## config.mk

```make
export PLATFORM = sky130hd
export DESIGN_NAME = output_queue_display
export DESIGN_NICKNAME = d
export VERILOG_FILES = /design/src/rtl/output_queue_display.sv
export SDC_FILE = /design/constraint.sdc
export NUM_CORES = 1
export LEC_CHECK = 0
export ABC_AREA = 1
export CAP_MARGIN = 10
export CORE_MARGIN = 4
export CORE_UTILIZATION = 59
export CTS_CLUSTER_DIAMETER = 60
export CTS_CLUSTER_SIZE = 14
export DETAILED_ROUTE_END_ITERATION = 6
export PLACE_DENSITY = 0.83
export SYNTH_ARGS = -nofsm -noshare
export SYNTH_HDL_FRONTEND = slang
export SYNTH_SLANG_ARGS = --single-unit
```

## constraint.sdc

```tcl
create_clock -name CLK -period 4.7 [get_ports CLK]
set_input_delay 0.47 -clock CLK [delete_from_list [all_inputs] [get_ports CLK]]
set_output_delay 0.47 -clock CLK [all_outputs]
set_load 0.02 [all_outputs]
```

## src/rtl/output_queue_display.sv

```systemverilog
// Display-side output queue: buffers W-bus loads and shows each one for a
// minimum number of clocks so back-to-back OUT instructions stay visible.
module output_queue_display #(
    parameter int unsigned WIDTH       = 8,
    parameter int unsigned DEPTH       = 4,
    parameter int unsigned HOLD_CYCLES = 4
) (
    input  logic                         CLK,
    input  logic                         nCLR,
    input  logic                         nLo,
    input  logic [WIDTH-1:0]             orin,
    output logic [WIDTH-1:0]             display,
    output logic                         new_val,
    output logic                         empty,
    output logic                         full,
    output logic [$clog2(DEPTH+1)-1:0]   count,
    output logic                         overflow
);

    localparam int unsigned PTR_W  = $clog2(DEPTH);
    localparam int unsigned CNT_W  = $clog2(DEPTH + 1);
    localparam int unsigned HOLD_W = (HOLD_CYCLES > 1) ? $clog2(HOLD_CYCLES) : 1;

    localparam logic [CNT_W-1:0]  CNT_FULL    = CNT_W'(DEPTH);
    localparam logic [HOLD_W-1:0] HOLD_RELOAD = HOLD_W'(HOLD_CYCLES - 1);

    typedef enum logic [1:0] {
        ST_IDLE  = 2'd0,
        ST_HOLD  = 2'd1,
        ST_READY = 2'd2
    } state_e;

    state_e              state_q, state_d;
    logic [HOLD_W-1:0]   hold_q, hold_d;
    logic [PTR_W-1:0]    wr_ptr_q, wr_ptr_d;
    logic [PTR_W-1:0]    rd_ptr_q, rd_ptr_d;
    logic [CNT_W-1:0]    count_q, count_d;
    logic [WIDTH-1:0]    display_q, display_d;
    logic                new_val_q, new_val_d;
    logic                empty_q, empty_d;
    logic                full_q, full_d;
    logic                overflow_q, overflow_d;
    logic                pop_c;
    logic                push_c;

    logic [WIDTH-1:0]    mem [DEPTH];

    // Pop decision only looks at the registered count, so a value pushed on
    // this edge can never be popped on the same edge.
    always_comb begin
        pop_c = 1'b0;
        unique case (state_q)
            ST_IDLE,
            ST_READY: pop_c = (count_q != '0);
            ST_HOLD:  pop_c = (hold_q == '0) && (count_q != '0);
            default:  pop_c = 1'b0;
        endcase
        // A full queue still accepts a load when the head leaves on the same edge.
        push_c = !nLo && ((count_q != CNT_FULL) || pop_c);
    end

    always_comb begin
        state_d    = state_q;
        hold_d     = hold_q;
        wr_ptr_d   = wr_ptr_q;
        rd_ptr_d   = rd_ptr_q;
        count_d    = count_q;
        display_d  = display_q;
        new_val_d  = 1'b0;
        overflow_d = overflow_q | (!nLo && !push_c);

        if (push_c) begin
            wr_ptr_d = wr_ptr_q + PTR_W'(1);
        end

        unique case ({push_c, pop_c})
            2'b10:   count_d = count_q + CNT_W'(1);
            2'b01:   count_d = count_q - CNT_W'(1);
            default: count_d = count_q;
        endcase

        if (pop_c) begin
            rd_ptr_d  = rd_ptr_q + PTR_W'(1);
            display_d = mem[rd_ptr_q];
            new_val_d = 1'b1;
            hold_d    = HOLD_RELOAD;
            state_d   = ST_HOLD;
        end else if (state_q == ST_HOLD) begin
            if (hold_q != '0) begin
                hold_d = hold_q - HOLD_W'(1);
            end else begin
                state_d = ST_READY;
            end
        end

        empty_d = (count_d == '0);
        full_d  = (count_d == CNT_FULL);
    end

    always_ff @(posedge CLK or negedge nCLR) begin
        if (!nCLR) begin
            state_q    <= ST_IDLE;
            hold_q     <= '0;
            wr_ptr_q   <= '0;
            rd_ptr_q   <= '0;
            count_q    <= '0;
            display_q  <= '0;
            new_val_q  <= 1'b0;
            empty_q    <= 1'b1;
            full_q     <= 1'b0;
            overflow_q <= 1'b0;
        end else begin
            state_q    <= state_d;
            hold_q     <= hold_d;
            wr_ptr_q   <= wr_ptr_d;
            rd_ptr_q   <= rd_ptr_d;
            count_q    <= count_d;
            display_q  <= display_d;
            new_val_q  <= new_val_d;
            empty_q    <= empty_d;
            full_q     <= full_d;
            overflow_q <= overflow_d;
        end
    end

    // Storage needs no reset: entries are only read once counted as pending.
    always_ff @(posedge CLK) begin
        if (push_c) begin
            mem[wr_ptr_q] <= orin;
        end
    end

    assign display  = display_q;
    assign new_val  = new_val_q;
    assign empty    = empty_q;
    assign full     = full_q;
    assign count    = count_q;
    assign overflow = overflow_q;

endmodule
```

==> results of run 1 <==
[synth_stat cells (2+ instances only)]
cell and instances:
buf_2 2, inv_1 18, nand2_4 2, nand3_1 9, ha_1 5, nor2_1 54, a21oi_1 2, xor2_1 2
a31oi_1 7, dfrtp_1 22, nand2_1 14, o21ai_0 16, edfxtp_1 32
[kinds of logic (layout without fill, tap and decap cells)]
family	Yosys count	after routing	share of synthesized area, %
AOI/OAI and AO/OA	29	29	7.19
xor gates and xnor gates	3	3	1.13
adders and majority gates	6	6	3.57
buffers and inverters	26	53	5.40
DFF	55	55	66.4
and+or+nand+nor	84	84	16.3
[layout make-up]
type	instances	area share [%]
sequential	55	57.7
multi-input combinational	122	24.5
timing repair buffer	25	9.39
inverter	20	2.91
clock buffer	5	2.58
tap	48	2.25
clock inverter	3	0.704
[sequential cells by signal, summed over array words and instances, names as in the netlist]
| register | cells |
|---|---|
| count | 3 |
| display | 8 |
| empty | 1 |
| full | 1 |
| hold_q | 2 |
| mem | 32 |
| new_val | 1 |
| overflow | 1 |
| rd_ptr_q | 2 |
| state_q | 2 |
| wr_ptr_q | 2 |
[worst paths after layout]
path / from / endpoint / slack, ps / cells past startpoint
worst max register to register: hold_q[0] / mem[1][1] / 2520 / 8
min in group asynchronous: nCLR / display[2] / 710 / 1
max in group asynchronous: nCLR / full / 3370 / 1
worst max-delay path: hold_q[0] / mem[1][1] / 2520 / 8
worst min register to register: overflow / overflow / 490 / 1
worst min-delay path: overflow / overflow / 490 / 1
[critical path, cell delays in order (launching register included)]
cell and delay (ps):
dfrtp_1 380, inv_1 80, ha_1 190, nand2_1 100, nand2_4 120, nand2_8 90, nand2_1 90, nand2_1 170
nor2_1 600
[per-layer routing]
metal	wire, microns	up-vias
met3	190	5
met2	2000	36
li1	-	725
met5	0	-
met1	1850	690
met4	51	0
[power by group]
part           internal (mW)  switching (mW)  leakage [nW]
registers              0.672           0.106         0.554
clock network          0.105           0.145        0.0483
logic                  0.300           0.477         0.472
==> flow_summary.json, run 1 <==
{
  "status": "complete, no violations",
  "cp-start-kind": "flip-flop",
  "finalSetupTns_ps": 0,
  "async_flop_share_pct": 41.8,
  "busiest_layer": "met2",
  "final_common_cell": "nor2_1",
  "p_per_area_nw_per_um2": 677,
  "drc": 0,
  "hold_path.class": "flip-flop to flip-flop",
  "synth_top_area_share_pct": 41.5,
  "worstSkewPairLatency_ps": 300,
  "multiInputGateArea_sq_um": 653,
  "die_h_microns": 70.7,
  "place_inst": 270,
  "yosysTopAreaCell": "edfxtp_1",
  "seq_area_sq_um": 1540,
  "dpl-instance-area_sq_um": 2580,
  "final_cell_mix": "nor2_1, edfxtp_1, clkdlybuf4s50_1",
  "dp_hpwl_mm": 2.97,
  "fmax_ghz": 0.459,
  "root_buffer": "clkbuf_8",
  "routedWlPerCell_microns": 14.7,
  "overflow": 0,
  "yosys_most_used_dff": "edfxtp_1",
  "drtIter0Drc": 69,
  "n_fill_cell": 265,
  "end_kind": "flip-flop",
  "grt_max_degree": 24,
  "yosys_warnings": 0,
  "cts_resized": 0,
  "die-area_sq_um": 4990,
  "slew_violations": 0,
  "avgSynthCellArea_sq_um": 11.4,
  "drtAntennaViolNets": 0,
  "cts_tree": "built",
  "drive_gt1_share_pct": 7.39,
  "synthToLayoutAreaGrowth_pct": 15.1,
  "maxCapViolations": 0,
  "synth_edf_count": 32,
  "fin_ws_ps": 2520,
  "final_area_sq_um": 2670,
  "period_minus_slack_ps": 2180,
  "crit_fanout": 9,
  "rows": 22,
  "grt_setup_unrepaired": "false",
  "grt_usage_pct": 17.3,
  "path_class": "flip-flop to flip-flop",
  "synth_fp_nets": 220,
  "cts_buffers": 5,
  "port_buffers": 25,
  "met1_usage_pct": 23.4,
  "fp.dieW_microns": 70.7,
  "finalCritPeriodShare_pct": 46.4,
  "grt_util_met3_pct": 3.98,
  "seq_area_frac_synth_pct": 66.4,
  "power_leakage_nw": 1.07,
  "stdcell_count": 278,
  "p_total_mw": 1.80,
  "post_synth_num_cell_types": 31,
  "final_nets": 246,
  "clock_skew_ps": 11.2,
  "drt-total-wl_mm": 4.09,
  "cp.required_ps": 4630,
  "start_util_pct": 62.3,
  "post_drt_via_cell_ratio": 5.24,
  "syn_inst": 203,
  "vdd_ir_drop_max_v": 0.000352,
  "grt_pass1_vias": 1379,
  "cts_max_level": 2,
  "synth_seq_cells": 55,
  "grt_pass1_wl_mm": 6.58,
  "cts_setup_buffers": 0,
  "relSlewSlack_pct": 32.6,
  "vias": 1456,
  "finalHoldViolCount": 0,
  "cts_sinks": 55,
  "tightestPinTransition_ps": 1010,
  "syn_area_sq_um": 2320,
  "setup_viol": 0,
  "clkTransAtPathRegs_ps": 90,
  "cts_hold_buf": 0,
  "io_pins": 26,
  "dp_slack_ps": 2370,
  "finish.utilization_pct": 71.8,
  "core_area_sq_um": 3720,
  "antenna_found_initial": 0,
  "critical_path_arrival_ps": 2110,
  "whs_ps": 488,
  "synth_area_leaders": "edfxtp_1, dfrtp_1, nor2_1",
  "place_congestion": 0.892,
  "dr.pass1.iters": 6,
  "cts_buffer_depth": 2,
  "antenna_cells": 0,
  "use_met2_pct": 28.2
}
(Power assumes the default switching activity.)
==> inputs of run 2 (changes only) <==
Settings changed: CORE_UTILIZATION 59 to 55, PLACE_DENSITY 0.83 to 0.78.
Clock period 4.7 ns to 2.16 ns, I/O delays scaled along.
==> run 2 against run 1 <==
- final cell count is 3.2% higher
- cell area is 3.0% higher
- power is 130% higher
- combinational power is 120% higher
- largest cell class unchanged
- largest power group is now combinational logic
- highest routed layer unchanged
==> flow_summary.json, run 2 (synthesis gave the netlist of run 1 again) <==
{
  "overflow": 0,
  "swShare_pct": 38.6,
  "dr.pass1.iters": 4,
  "cts_resized": 0,
  "multiInputGateArea_sq_um": 653,
  "n_fill_cell": 304,
  "finalHoldViolCount": 0,
  "clock_skew_ps": 12.1,
  "vias": 1498,
  "drtAntennaViolNets": 0,
  "vdd_ir_drop_max_v": 0.000717,
  "dp_hpwl_mm": 2.59,
  "final_nets": 253,
  "p_total_mw": 4.07,
  "fmax_ghz": 0.497,
  "root_buffer": "clkbuf_8",
  "largest_register_ffs": 32,
  "crit_family": "simple AND/OR/NAND/NOR gates",
  "cts_setup_buffers": 0,
  "cts_sinks": 55,
  "final_common_cell": "nor2_1",
  "r2r-start": "hold_q[0]",
  "core_area_sq_um": 4030,
  "path_class": "flip-flop to flip-flop",
  "hold_path.class": "input port to async pin",
  "rrSetupSlack_ps": 150,
  "die_h_microns": 72.9,
  "power_switching_mw": 1.57,
  "period_minus_slack_ps": 2010,
  "die-area_sq_um": 5310,
  "start_util_pct": 57.5,
  "drtIter0Drc": 96,
  "top_register": "mem",
  "slowest_stage": "fa_1",
  "power.internal_mw": 2.50,
  "rows": 23,
  "r2r_cells": 11,
  "grt_pass1_vias": 1425,
  "status": "complete, no violations",
  "finalSetupTns_ps": 0,
  "setup_viol": 0,
  "maxCapViolations": 0,
  "cts_buffer_depth": 2,
  "relSlewSlack_pct": 73.6,
  "port_buffers": 25,
  "cp_slowest_stage_delay_ps": 400,
  "io_pins": 26,
  "cts_tree": "built",
  "routedWlPerCell_microns": 13.6,
  "drc": 0,
  "antenna_found_initial": 0,
  "grt_max_degree": 24,
  "grt_pass1_wl_mm": 6.43,
  "drt-total-wl_mm": 3.91,
  "cts_buffers": 5,
  "cts_max_level": 2,
  "power_leakage_nw": 1.12,
  "fp.dieW_microns": 72.9,
  "drive_gt1_share_pct": 10.1,
  "tightestPinTransition_ps": 396,
  "cp-start-kind": "flip-flop",
  "grt_usage_pct": 16.6,
  "cp.required_ps": 2370,
  "combPwrFrac_pct": 42.7,
  "seqPwrFrac_pct": 41.0,
  "finalCritPeriodShare_pct": 93.1,
  "cts_hold_buf": 0,
  "final_cell_mix": "nor2_1, edfxtp_1, clkdlybuf4s50_1",
  "r2r_end": "full",
  "clkTransAtPathRegs_ps": 100,
  "critical_path_arrival_ps": 2220,
  "antenna_cells": 0,
  "worstSkewPairLatency_ps": 310,
  "post_drt_via_cell_ratio": 5.22,
  "grt_setup_unrepaired": "false",
  "crit_chain": "inv_1, ha_1, nand2_1, nand2_4, nand3_2, fa_1, xnor2_1, nand3b_1, nand2_1, nor2_1, nor2_1",
  "slew_violations": 0,
  "seq_area_sq_um": 1540,
  "p_per_area_nw_per_um2": 1480,
  "end_kind": "flip-flop",
  "worst-path-buf-inv": 1,
  "crit_fanout": 4,
  "p_clk_share_pct": 16.4,
  "synthToLayoutAreaGrowth_pct": 18.6,
  "place_congestion": 0.854
}
-- run 2: cell count changes in the layout (fill, tap and decap cells not counted), sizes merged --
| cell | delta |
|---|---|
| inv | -1 |
| buf | +7 |
| bufinv | +1 |
-- run 2: worst register-to-register path, delay by kind of cell, from the launching register on --
family | cells | cell delay (ps)
flip-flops | 1 | 380
buffers and inverters | 1 | 80
AND/OR/NAND/NOR | 7 | 680
adder cells (fa/ha/maj) | 2 | 590
XOR/XNOR | 1 | 190
-- run 2: worst max path at each step --
stage / cells after the start / from / slack [ps] / to
after floorplan: 11 / hold_q[0] / 300 / full
after detailed placement: 11 / hold_q[0] / 180 / full
after CTS: 11 / hold_q[0] / 170 / full
after global placement: 11 / hold_q[0] / 240 / full
final: 11 / hold_q[0] / 150 / full
after global routing: 11 / hold_q[0] / 2 / full
-- run 2: per-stage QoR --
| step | std cells | util [%] | instance area (sq um) | worst slack (ps) | hold slack (ps) |
|---|---|---|---|---|---|
| 2_1_floorplan | 203 | - | 2320 | 302 | -79.6 |
| 3_3_place_gp | 279 | 65.4 | 2630 | 236 | 459 |
| 3_5_place_dp | 279 | 65.4 | 2630 | 182 | 475 |
| 4_1_cts | 287 | 68.2 | 2750 | 169 | 258 |
| 5_1_grt | 287 | 68.2 | 2750 | 2.33 | 271 |
| 6_report | 287 | 68.2 | 2750 | 149 | 243 |
-- run 2: layer usage --
metal	track usage, %	up-vias	part of all wire [%]
met5	0	-	0
met4	6.56	0	1.1
met3	5.10	6	6.6
met2	29.8	38	52
met1	18.2	715	40
li1	-	739	-
-- run 2: layout make-up --
class,instances,share of cell area [%]
sequential,55,56.0
tap,50,2.28
clock buffer,5,2.51
clock inverter,3,1.59
multi-input combinational,122,23.8
timing repair buffer,32,11.0
inverter,20,2.82
-- run 2: power by group through the flow --
stage                     clock [mW]  combinational [mW]  sequential, mW
after global routing           0.730                1.97            1.71
after detailed placement           0                1.75            1.69
after global placement             0                1.69            1.68
final                          0.666                1.74            1.67
after CTS                      0.672                1.76            1.67
after floorplan                    0                1.13            1.77
==> inputs of run 3 (changes only) <==
Settings changed: SLEW_MARGIN from default to 20.
==> results of run 3 <==
The final DEF is identical to that of run 2; final timing and power are the same.
